===== src/rtl/lfsr_stream.sv =====
// lfsr_stream: parametrised Fibonacci LFSR word source with seed load,
// zero-seed recovery, period-wrap pulse and a valid/ready output handshake.
// The LFSR state register drives `random` directly, so every output is a flop.
module lfsr_stream #(
  parameter int unsigned            WIDTH      = 8,
  parameter logic [WIDTH-1:0]       TAPS       = 8'hB8,
  parameter logic [WIDTH-1:0]       RESET_SEED = {{(WIDTH-1){1'b0}}, 1'b1}
) (
  input  logic             clk,
  input  logic             reset,
  input  logic             en,
  input  logic             load,
  input  logic [WIDTH-1:0] seed,
  input  logic             ready,
  output logic             valid,
  output logic [WIDTH-1:0] random,
  output logic             wrap,
  output logic             lockup_err
);

  // One Fibonacci step: shift left, feedback is the parity of the tapped bits.
  function automatic logic [WIDTH-1:0] lfsr_step(input logic [WIDTH-1:0] s);
    lfsr_step = {s[WIDTH-2:0], ^(s & TAPS)};
  endfunction

  logic [WIDTH-1:0] state_r;
  logic [WIDTH-1:0] start_r;
  logic             valid_r;
  logic             wrap_r;
  logic             lockup_r;

  logic [WIDTH-1:0] step_s;
  logic             advance_s;
  logic [WIDTH-1:0] state_nxt_s;
  logic [WIDTH-1:0] start_nxt_s;
  logic             wrap_nxt_s;
  logic             lockup_nxt_s;

  assign step_s    = lfsr_step(state_r);
  // A consumer transfer moves the stream only if enabled and no load overrides it.
  assign advance_s = valid_r && ready && en && !load;

  // Next-state selection: load beats advance beats hold; pulses default low.
  always_comb begin
    state_nxt_s  = state_r;
    start_nxt_s  = start_r;
    wrap_nxt_s   = 1'b0;
    lockup_nxt_s = 1'b0;
    if (load) begin
      if (seed == {WIDTH{1'b0}}) begin
        // A zero seed would lock the LFSR; substitute the reset seed and flag it.
        state_nxt_s  = RESET_SEED;
        start_nxt_s  = RESET_SEED;
        lockup_nxt_s = 1'b1;
      end else begin
        state_nxt_s  = seed;
        start_nxt_s  = seed;
      end
    end else if (advance_s) begin
      state_nxt_s = step_s;
      wrap_nxt_s  = (step_s == start_r);
    end else begin
      state_nxt_s = state_r;
      start_nxt_s = start_r;
    end
  end

  // State, start value, handshake and pulse registers with synchronous reset.
  always_ff @(posedge clk) begin
    if (reset) begin
      state_r  <= RESET_SEED;
      start_r  <= RESET_SEED;
      valid_r  <= 1'b0;
      wrap_r   <= 1'b0;
      lockup_r <= 1'b0;
    end else begin
      state_r  <= state_nxt_s;
      start_r  <= start_nxt_s;
      valid_r  <= 1'b1;
      wrap_r   <= wrap_nxt_s;
      lockup_r <= lockup_nxt_s;
    end
  end

  assign valid      = valid_r;
  assign random     = state_r;
  assign wrap       = wrap_r;
  assign lockup_err = lockup_r;

endmodule


===== config.mk =====
export PLATFORM = sky130hd
export DESIGN_NAME = lfsr_stream
export DESIGN_NICKNAME = d
export VERILOG_FILES = /design/src/rtl/lfsr_stream.sv
export SDC_FILE = /design/constraint.sdc
export NUM_CORES = 1
export LEC_CHECK = 0
export ABC_AREA = 1
export ABC_CLOCK_PERIOD_IN_PS = 1400
export BUFFER_PORTS_ARGS = -buffer_cell sky130_fd_sc_hd__buf_2
export CAP_MARGIN = 20
export CORE_UTILIZATION = 55
export DETAILED_ROUTE_END_ITERATION = 6
export GPL_TIMING_DRIVEN = 0
export HOLD_SLACK_MARGIN = 0.12
export MAX_ROUTING_LAYER = met4
export PLACE_DENSITY = 0.82
export SETUP_SLACK_MARGIN = 0.4
export SKIP_LAST_GASP = 1
export SYNTH_ARGS = -nofsm -noshare
export SYNTH_HDL_FRONTEND = slang
export SYNTH_SLANG_ARGS = --single-unit

===== constraint.sdc =====
create_clock -name clk -period 1.4 [get_ports clk]
set_input_delay 0.14 -clock clk [delete_from_list [all_inputs] [get_ports clk]]
set_output_delay 0.14 -clock clk [all_outputs]
set_load 0.005 [all_outputs]

; Yosys cells after proc, flatten, opt, wreduce, memory -nomap -nowiden
; Cells that the tools add are included.
[word_totals]
output_inout_bits = 11
inputBits = 13
wordCells = 22
register_bits = 19
[op_classes]
n_bitwise = 2
n_eq_ne = 1
mux = 5
n_reduce_logical = 9
[ops]
columns = operator, n
row1 = $mux 8, 3
row2 = $eq 8x8->1, 1
row3 = $logic_not 8->1, 1
row4 = $reduce_xor 8->1, 1
row5 = $logic_and 1x1->1, 3
row6 = $reduce_or 3->1, 1
row7 = $mux 1, 2
row8 = $not 1->1, 2
row9 = $reduce_bool 2->1, 1
row10 = $reduce_or 2->1, 1
row11 = $logic_not 1->1, 1

; Depth between registers and ports, before layout
; Gate-level depths: netlist (run 1).
[logic_depth]
word_depth = 5
ltp_mapped = 10
ltp_nobuf = 9

; Worst setup path after synthesis (run 1)
; No wires, ideal clock.
[synth_timing]
kind = register to register
start = reg state_r[4], in the netlist random[4]
end = reg state_r[0], in the netlist random[0]
setup_time_ns = 0.112
t_required_ns = 1.288
t_arrival_ns = 0.879
synth_period_minus_slack_ns = 0.991
n_path_buf = 1
slack_ns = 0.409
stages_incl_launch_ff = 11
path_cell_list = dfxtp_1 > buf_6 > inv_2 > nand2_1 > nand2_1 > nand2_2 > nand2_2 > nand2_1 > nand2_1 > nand2_1 > nand2_1
[synth_via]
elab_chain_len = 3
[synth_rtl]
columns = item, line
row1 = from (decl), 26  ; logic [WIDTH-1:0] state_r;
row2 = from (signal assigned), 77  ; state_r <= state_nxt_s;
row3 = $reduce_xor 8->1, 23  ; lfsr_step = {s[WIDTH-2:0], ^(s & TAPS)};
row4 = $mux 8, 59  ; end else if (advance_s) begin
row5 = $mux 8, 49  ; if (load) begin
; Every way passes these cells. The select of a mux whose other input is x is not followed.
; A chain may end at the register's enable or synchronous reset.

; Worst setup path in the final report (run 1)
[layout_timing]
start = reg state_r[3], in the netlist random[3]
end = reg state_r[0], in the netlist random[0]
; The elaborated chain is that of the path after synthesis.

==> results by group, run 1 <==
Outcome
  • Status: finished with violations
  • Failing checks: design-rule violations

Pwr
  • Cell Int Power: 0.000783 W
  • Switching power: 0.000310 W
  • Power Dens Cells: 923 nW/um2
  • Leakage power: 0.548 nW
  • Power Total: about 0.0011 W
  • Share of total power in combinational logic: 20.5%
  • Sequential Power Share: 54.6%
  • Maximum vdd ir drop: 666 uV
  • Clock power frac: 24.8%
  • Sw frac: 28.4%

Cells and area
  • Post-route cell area: around 1200 um2
  • Share of cells above drive strength 1: 32.3%
  • Multi-input logic area: 493 um2
  • ANT cells: 0
  • Fill count: 135
  • Synth-to-layout area growth: 23.5%
  • Register area: 392 um2
  • Final core occ: 75.9%
  • Nets: 181

Floorplanning
  • Core Footprint: 1560 um2
  • Die width: 43.7 um
  • DIE AREA: 1910 um2
  • # IOs: 24
  • Die H: 43.7 um
  • Row Count: 14
  • Starting Density: 61.5%

Synthesis
  • Synth area leaders: dfxtp_1 (40%), nand2_1 (19%), inv_1 (5.1%)
  • Mean Syn Cell Area: between 6 and 7 um2
  • Post-synthesis adder-cell area fraction: 0%
  • Post-Syn Nets: approximately 150
  • Flops & latches, synth: 19
  • Mapped Area: about 960 um2
  • Synth Area in Compound Gates: 10.6%
  • Most frequent cell after synthesis: nand2_1
  • Post-synth EDFFs: 0
  • Fraction of the mapped netlist area in simple logic gates: roughly 32%
  • Synth area leader: dfxtp_1
  • Yosys cell types: 23
  • XOR/XNOR Fraction of Synth Area: 5.61%
  • Ys async rst share: 0%
  • Main synth FF type: dfxtp_1
  • Synth top area share: 39.7%
  • Seq/Total Area, Yosys: 39.7%
  • Synth cell count leaders: nand2_1 (49), dfxtp_1 (19), inv_1 (13), nor2_1 (11)
  • Yosys warns: 0
  • Synth Instances: 138
  • Main combinational cell family by area after synthesis: simple AND/OR/NAND/NOR gates
  • Multiplexer share of the synthesized area: 0%

Hold path
  • Hold/Removal Path Class: primary input to flip-flop

Critical path
  • CP Max Fanout: 6
  • Setup crit start kind: flip-flop
  • Critical Path RT: between 1500 and 2000 ps
  • Worst path bufs/invs: 2
  • Slowest Stage Delay on Critical Path: 340 ps
  • CP max-delay cell: dfxtp_2
  • CP cell instances: buf_6 > inv_2 > nand2_1 > nand2_1 > nand2_2 > nand2_2 > nand2_2 > nand2_2 > nand2_1 > nand2_1
  • Top delay family on crit path: simple AND/OR/NAND/NOR gates
  • Worst setup EP type: flip-flop
  • CP arrival: 1290 ps
  • WS Path Type: flip-flop to flip-flop

CTS
  • CTS root buf: clkbuf_4
  • Clk_lat worst skew: 290 ps
  • Clk sinks: 19
  • Clock transition at path regs: 100 ps
  • CTS tree: yes
  • CTS max path bufs: 2
  • TritonCTS buffer count: 3
  • Htree depth: 1

Detailed routing
  • Total length of routed wires: around 2.2 mm
  • DRT antenna net count: 0
  • WL met3: 152 um
  • Met1 WL: 953 um
  • Residual DRC: 1
  • Router iterations before antenna repair: 6
  • Vias per cell: 5.30
  • Routed wl met2: about 1.1 mm
  • Wire per inst: 12.3 um
  • Routed via count: 970
  • First DRT Iteration DRCs: 30
  • Highest routed metal layer: met4

Global route
  • First-pass GRT wire length: about 3.5 mm
  • Antenna violations before repair: 0
  • Total gr overflow: 0
  • Total GRT Usage: a little over a quarter
  • Vias in the first global route: 779
  • Largest net degree at the start of global routing: 11

STA
  • Post-Route Skew: between 4 and 5 ps
  • Tcrit/Tclk final: 78.0%
  • Setup_tns: 0 ps
  • Final number of setup-violating endpoints: 0
  • Max-slew violation count: 0
  • WHS: approximately 120 ps
  • Tmin final: about 1100 ps
  • Maximum clock frequency: 0.916 GHz
  • Final Hold Viols: 0
  • Max_slew headroom: 69.4%
  • RSZ-0062 raised after global routing: true
  • Worst-Margin Slew: 459 ps

Run
  • Number of max-cap violations: 0

Place
  • DP Area: 1090 um2
  • Port buffer count: 22
  • GPL Wtd Cong: 0.821
  • DP HPWL: roughly 1.6 mm
[layer usage]
| metal | GRT usage (%) | vias up |
|---|---|---|
| met5 | - | - |
| met4 | 7.50 | 0 |
| met3 | 3.75 | 8 |
| met2 | 45.4 | 47 |
| met1 | 31.2 | 434 |
| li1 | - | 481 |
[power by group through the flow]
stage / logic, W / clock network (W) / registers [W]
after global placement: 0.000198 / 0 / 0.000603
after floorplan: 0.000141 / 0 / 0.000603
after global routing: 0.000248 / 0.000298 / 0.000600
after detailed placement: 0.000205 / 0 / 0.000606
final: 0.000224 / 0.000271 / 0.000597
after CTS: 0.000216 / 0.000272 / 0.000596
[final timing paths]
check / from / end / slack [ps] / depth (start not counted)
setup reg to reg: random[3] / random[0] / 310 / 10
hold / removal: seed[3] / start_r[3] / 120 / 3
hold reg to reg: start_r[7] / start_r[7] / 470 / 2
setup / recovery: random[3] / random[0] / 310 / 10
[worst register-to-register path: stages (launching register included)]
cell and delay (ps):
dfxtp_2 340, buf_6 130, inv_2 30, nand2_1 40, nand2_1 60, nand2_2 80, nand2_2 60, nand2_2 70
nand2_2 50, nand2_1 80, nand2_1 40
[timing repair]
| action | CTS | global route |
|---|---|---|
| endpoints found under the hold margin | 4 | 0 |
| setup endpoints to repair | 10 | 13 |
| gates resized for setup | 6 | 9 |
| pin swaps | 7 | 11 |
| setup buffers | 1 | 0 |
| hold buffers | 2 | 0 |
[per-stage QoR]
step | setup slack [ps] | cells
6_report | 308 | 183
3_3_place_gp | 364 | 176
3_5_place_dp | 266 | 176
5_1_grt | 265 | 183
4_1_cts | 346 | 183
2_1_floorplan | 409 | 138
[layout by cell type (no fill, tap or decap), types with 3 or more instances in the layout]
master	instances
nand2_1	46
dfxtp_2	6
nand2_2	7
inv_1	13
a21oi_1	7
nand3_1	4
clkbuf_4	3
nor2_1	11
a31oi_1	7
buf_6	3
dfxtp_1	12
buf_2	23
[logic make-up after synthesis]
family	Yosys count
AO/OA/AOI/OAI	18
XOR/XNOR	4
buffers and inverters	23
flip-flops	19
AND/OR/NAND/NOR	74
[state kept, by name, indices dropped and copies added (netlist names)]
signal / flops
random: 8
valid: 1
start_r: 8
lockup_err: 1
wrap: 1
[area by class of cell]
| type | count | area share (%) |
|---|---|---|
| Clock buffer | 4 | 2.22 |
| Buffer | 5 | 3.59 |
| Sequential cell | 19 | 33.1 |
| Tap cell | 16 | 1.69 |
| Timing Repair Buffer | 25 | 11.6 |
| Inverter | 18 | 6.13 |
| Multi-Input combinational cell | 96 | 41.6 |
Note: power is estimated with default switching activity, not from simulation.
==> run 2, diff against run 1 <==
--- a/config.mk
+++ b/config.mk
@@ -6,15 +6,15 @@
 export NUM_CORES = 1
 export LEC_CHECK = 0
 export ABC_AREA = 1
-export ABC_CLOCK_PERIOD_IN_PS = 1400
+export ABC_CLOCK_PERIOD_IN_PS = 950
 export BUFFER_PORTS_ARGS = -buffer_cell sky130_fd_sc_hd__buf_2
 export CAP_MARGIN = 20
-export CORE_UTILIZATION = 55
+export CORE_UTILIZATION = 46
 export DETAILED_ROUTE_END_ITERATION = 6
 export GPL_TIMING_DRIVEN = 0
 export HOLD_SLACK_MARGIN = 0.12
 export MAX_ROUTING_LAYER = met4
-export PLACE_DENSITY = 0.82
+export PLACE_DENSITY = 0.73
 export SETUP_SLACK_MARGIN = 0.4
 export SKIP_LAST_GASP = 1
 export SYNTH_ARGS = -nofsm -noshare
==> constraint.sdc (replaced) <==
create_clock -name clk -period 0.95 [get_ports clk]
set_input_delay 0.095 -clock clk [delete_from_list [all_inputs] [get_ports clk]]
set_output_delay 0.095 -clock clk [all_outputs]
set_load 0.005 [all_outputs]
==> results by group, run 2 (synthesis results as in run 1) <==
Critical path
  • CP Max Fanout: 6 (unchanged)
  • WS Path Type: flip-flop to flip-flop (unchanged)
  • Setup crit start kind: flip-flop (unchanged)
  • CP arrival: 1280 ps (was 1290 ps)
  • CP max-delay cell: dfxtp_2 (unchanged)
  • Critical Path Most Common Cell: nand2_1
  • CP cell instances: buf_6 > inv_2 > nand2_1 > nand2_1 > nand2_2 > nand2_2 > nand2_1 > nand2_1 > nand2_1 > nand2_1 (was buf_6 > inv_2 > nand2_1 > nand2_1 > nand2_2 > nand2_2 > nand2_2 > nand2_2 > nand2_1 > nand2_1)
  • Slowest Stage Delay on Critical Path: 370 ps (was 340 ps)
  • Worst setup EP type: flip-flop (unchanged)
  • Critical Path RT: 1150 ps (was 1600 ps)

Floorplanning
  • # IOs: 24 (unchanged)
  • Row Count: 16 (was 14)
  • Die width: 47.6 um (was 43.7 um)
  • Die H: 47.6 um (was 43.7 um)
  • Core Footprint: 1960 um2 (was 1560 um2)
  • Starting Density: 48.9% (was 61.5%)
  • DIE AREA: 2270 um2 (was 1910 um2)

CTS
  • CTS max path bufs: 2 (unchanged)
  • Clock transition at path regs: 110 ps (was 100 ps)
  • Clk sinks: 19 (unchanged)
  • CTS root buf: clkbuf_4 (unchanged)
  • Clk_lat worst skew: 300 ps (was 290 ps)
  • Htree depth: 1 (unchanged)
  • TritonCTS buffer count: 3 (unchanged)
  • CTS tree: yes (unchanged)

Detailed routing
  • Vias per cell: 4.82 (was 5.30)
  • DRT antenna net count: 0 (unchanged)
  • Total length of routed wires: 2.21 mm (was 2.24 mm)
  • Residual DRC: 0 (was 1)
  • Router iterations before antenna repair: 4 (was 6)
  • Routed via count: 939 (was 970)
  • Wire per inst: 11.3 um (was 12.3 um)
  • First DRT Iteration DRCs: 25 (was 30)

Global route
  • Total gr overflow: 0 (unchanged)
  • Vias in the first global route: 709 (was 779)
  • Largest net degree at the start of global routing: 11 (unchanged)
  • Antenna violations before repair: 0 (unchanged)
  • Total GRT Usage: 21.2% (was 26.2%)
  • First-pass GRT wire length: 3.09 mm (was 3.51 mm)

Cells and area
  • Most common cell after layout, fill and taps aside: nand2_1 (unchanged)
  • Commonest non-fill, non-tap cells in the layout: nand2_1 (46), buf_2 (16), dfxtp_2 (15), inv_1 (12), nor2_1 (11) (was nand2_1 (46), buf_2 (23), inv_1 (13), dfxtp_1 (12), nor2_1 (11))
  • ANT cells: 0 (unchanged)
  • Fin cells: 195 (was 183)
  • Final core occ: 67.7% (was 75.9%)
  • Synth-to-layout area growth: 38.6% (was 23.5%)
  • Share of cells above drive strength 1: 42.3% (was 32.3%)
  • Post-route cell area: 1330 um2 (was 1180 um2)
  • Nets: 182 (was 181)

STA
  • Tcrit/Tclk final: 113% (was 78.0%)
  • Setup_tns: -396 ps (was 0 ps)
  • Maximum clock frequency: 0.931 GHz (was 0.916 GHz)
  • Worst-Margin Slew: 223 ps (was 459 ps)
  • Final Hold Viols: 0 (unchanged)
  • Max-slew violation count: 0 (unchanged)
  • Final number of setup-violating endpoints: 9 (was 0)
  • Max_slew headroom: 85.2% (was 69.4%)
  • PnR worst setup slack: -124 ps (was 308 ps)
  • Tmin final: 1070 ps (was 1090 ps)
  • RSZ-0062 raised after global routing: true (unchanged)
  • Post-Route Skew: 2.84 ps (was 4.44 ps)

Place
  • DP HPWL: 1.56 mm (was 1.63 mm)
  • DP Area: 1150 um2 (was 1090 um2)
  • GPL Wtd Cong: 0.816 (was 0.821)
  • DP Cell Count: 187 (was 176)
  • Port buffer count: 22 (unchanged)

Outcome
  • Status: finished with violations (unchanged)
  • Failing checks: negative setup slack (was design-rule violations)

Run
  • Number of max-cap violations: 0 (unchanged)

Pwr
  • Power Dens Cells: 1250 nW/um2 (was 923 nW/um2)
  • Leakage power: 0.596 nW (was 0.548 nW)
  • Maximum vdd ir drop: 727 uV (was 666 uV)

Hold path
  • Hold/Removal Path Class: primary input to flip-flop (unchanged)
==> run 2: cell types whose count changed in the layout (fill, tap and decap cells not counted), moves of 2 or more <==
cell / change
dfxtp_1: -10
dfxtp_2: +9
buf_2: -7
buf_6: +6
a21oi_1: -2
a21oi_2: +2
buf_12: +2
buf_4: +2
dlygate4sd3_1: -2
nand2_2: -2
nand2_4: +2
==> run 2: layer usage <==
| metal | GRT usage, % | wire length [um] |
|---|---|---|
| met5 | - | 0 |
| met1 | 26.3 | 996 |
| met2 | 32.6 | 1100 |
| met3 | 4.53 | 82 |
| met4 | 10.0 | 27 |
==> run 2: critical path, delay by kind of cell (launching register included) <==
family / cells / cell delay [ps]
flops: 1 / 370
buf+inv: 2 / 180
simple gates: 8 / 430
==> run 2: report_power, final <==
group | leakage, nW | switching (W) | total (W) | internal, W
clock network | 0.0150 | 0.000246 | 0.000410 | 0.000164
registers | 0.163 | 0.0000392 | 0.000883 | 0.000844
logic | 0.419 | 0.000192 | 0.000371 | 0.000179
==> run 2: path summary, 6_finish.rpt <==
kind               from    endpoint  slack (ps)  cells after the start
max           random[3]   random[0]        -120                     10
min             seed[3]  start_r[3]          50                      3
max reg2reg   random[3]   random[0]        -120                     10
min reg2reg  start_r[7]  start_r[7]         460                      2
==> run 2: layout make-up <==
| type | count | area (um2) |
|---|---|---|
| fill | 177 | 633 |
| tap | 27 | 33.8 |
| multi-input combinational | 96 | 518 |
| clock buffer | 4 | 26.3 |
| buffer | 5 | 61.3 |
| timing repair buffer | 26 | 196 |
| sequential | 19 | 407 |
| inverter | 18 | 86.3 |
==> run 2: stage by stage <==
step | setup slack (ps) | power, W | hold slack, ps
after floorplan | -12.0 | 0.00111 | 255
after global placement | -57.8 | 0.00120 | 375
after detailed placement | -93.5 | 0.00121 | 376
after CTS | -120 | 0.00163 | 49.8
after global routing | -188 | 0.00176 | 50.7
final | -124 | 0.00166 | 54.7
==> run 2: repair_timing <==
item | CTS | global route
setup endpoints to repair | 28 | 28
setup buffers | 2 | 2
pin swaps | 9 | 14
resized for setup | 17 | 16
hold endpoints to repair | 16 | 15
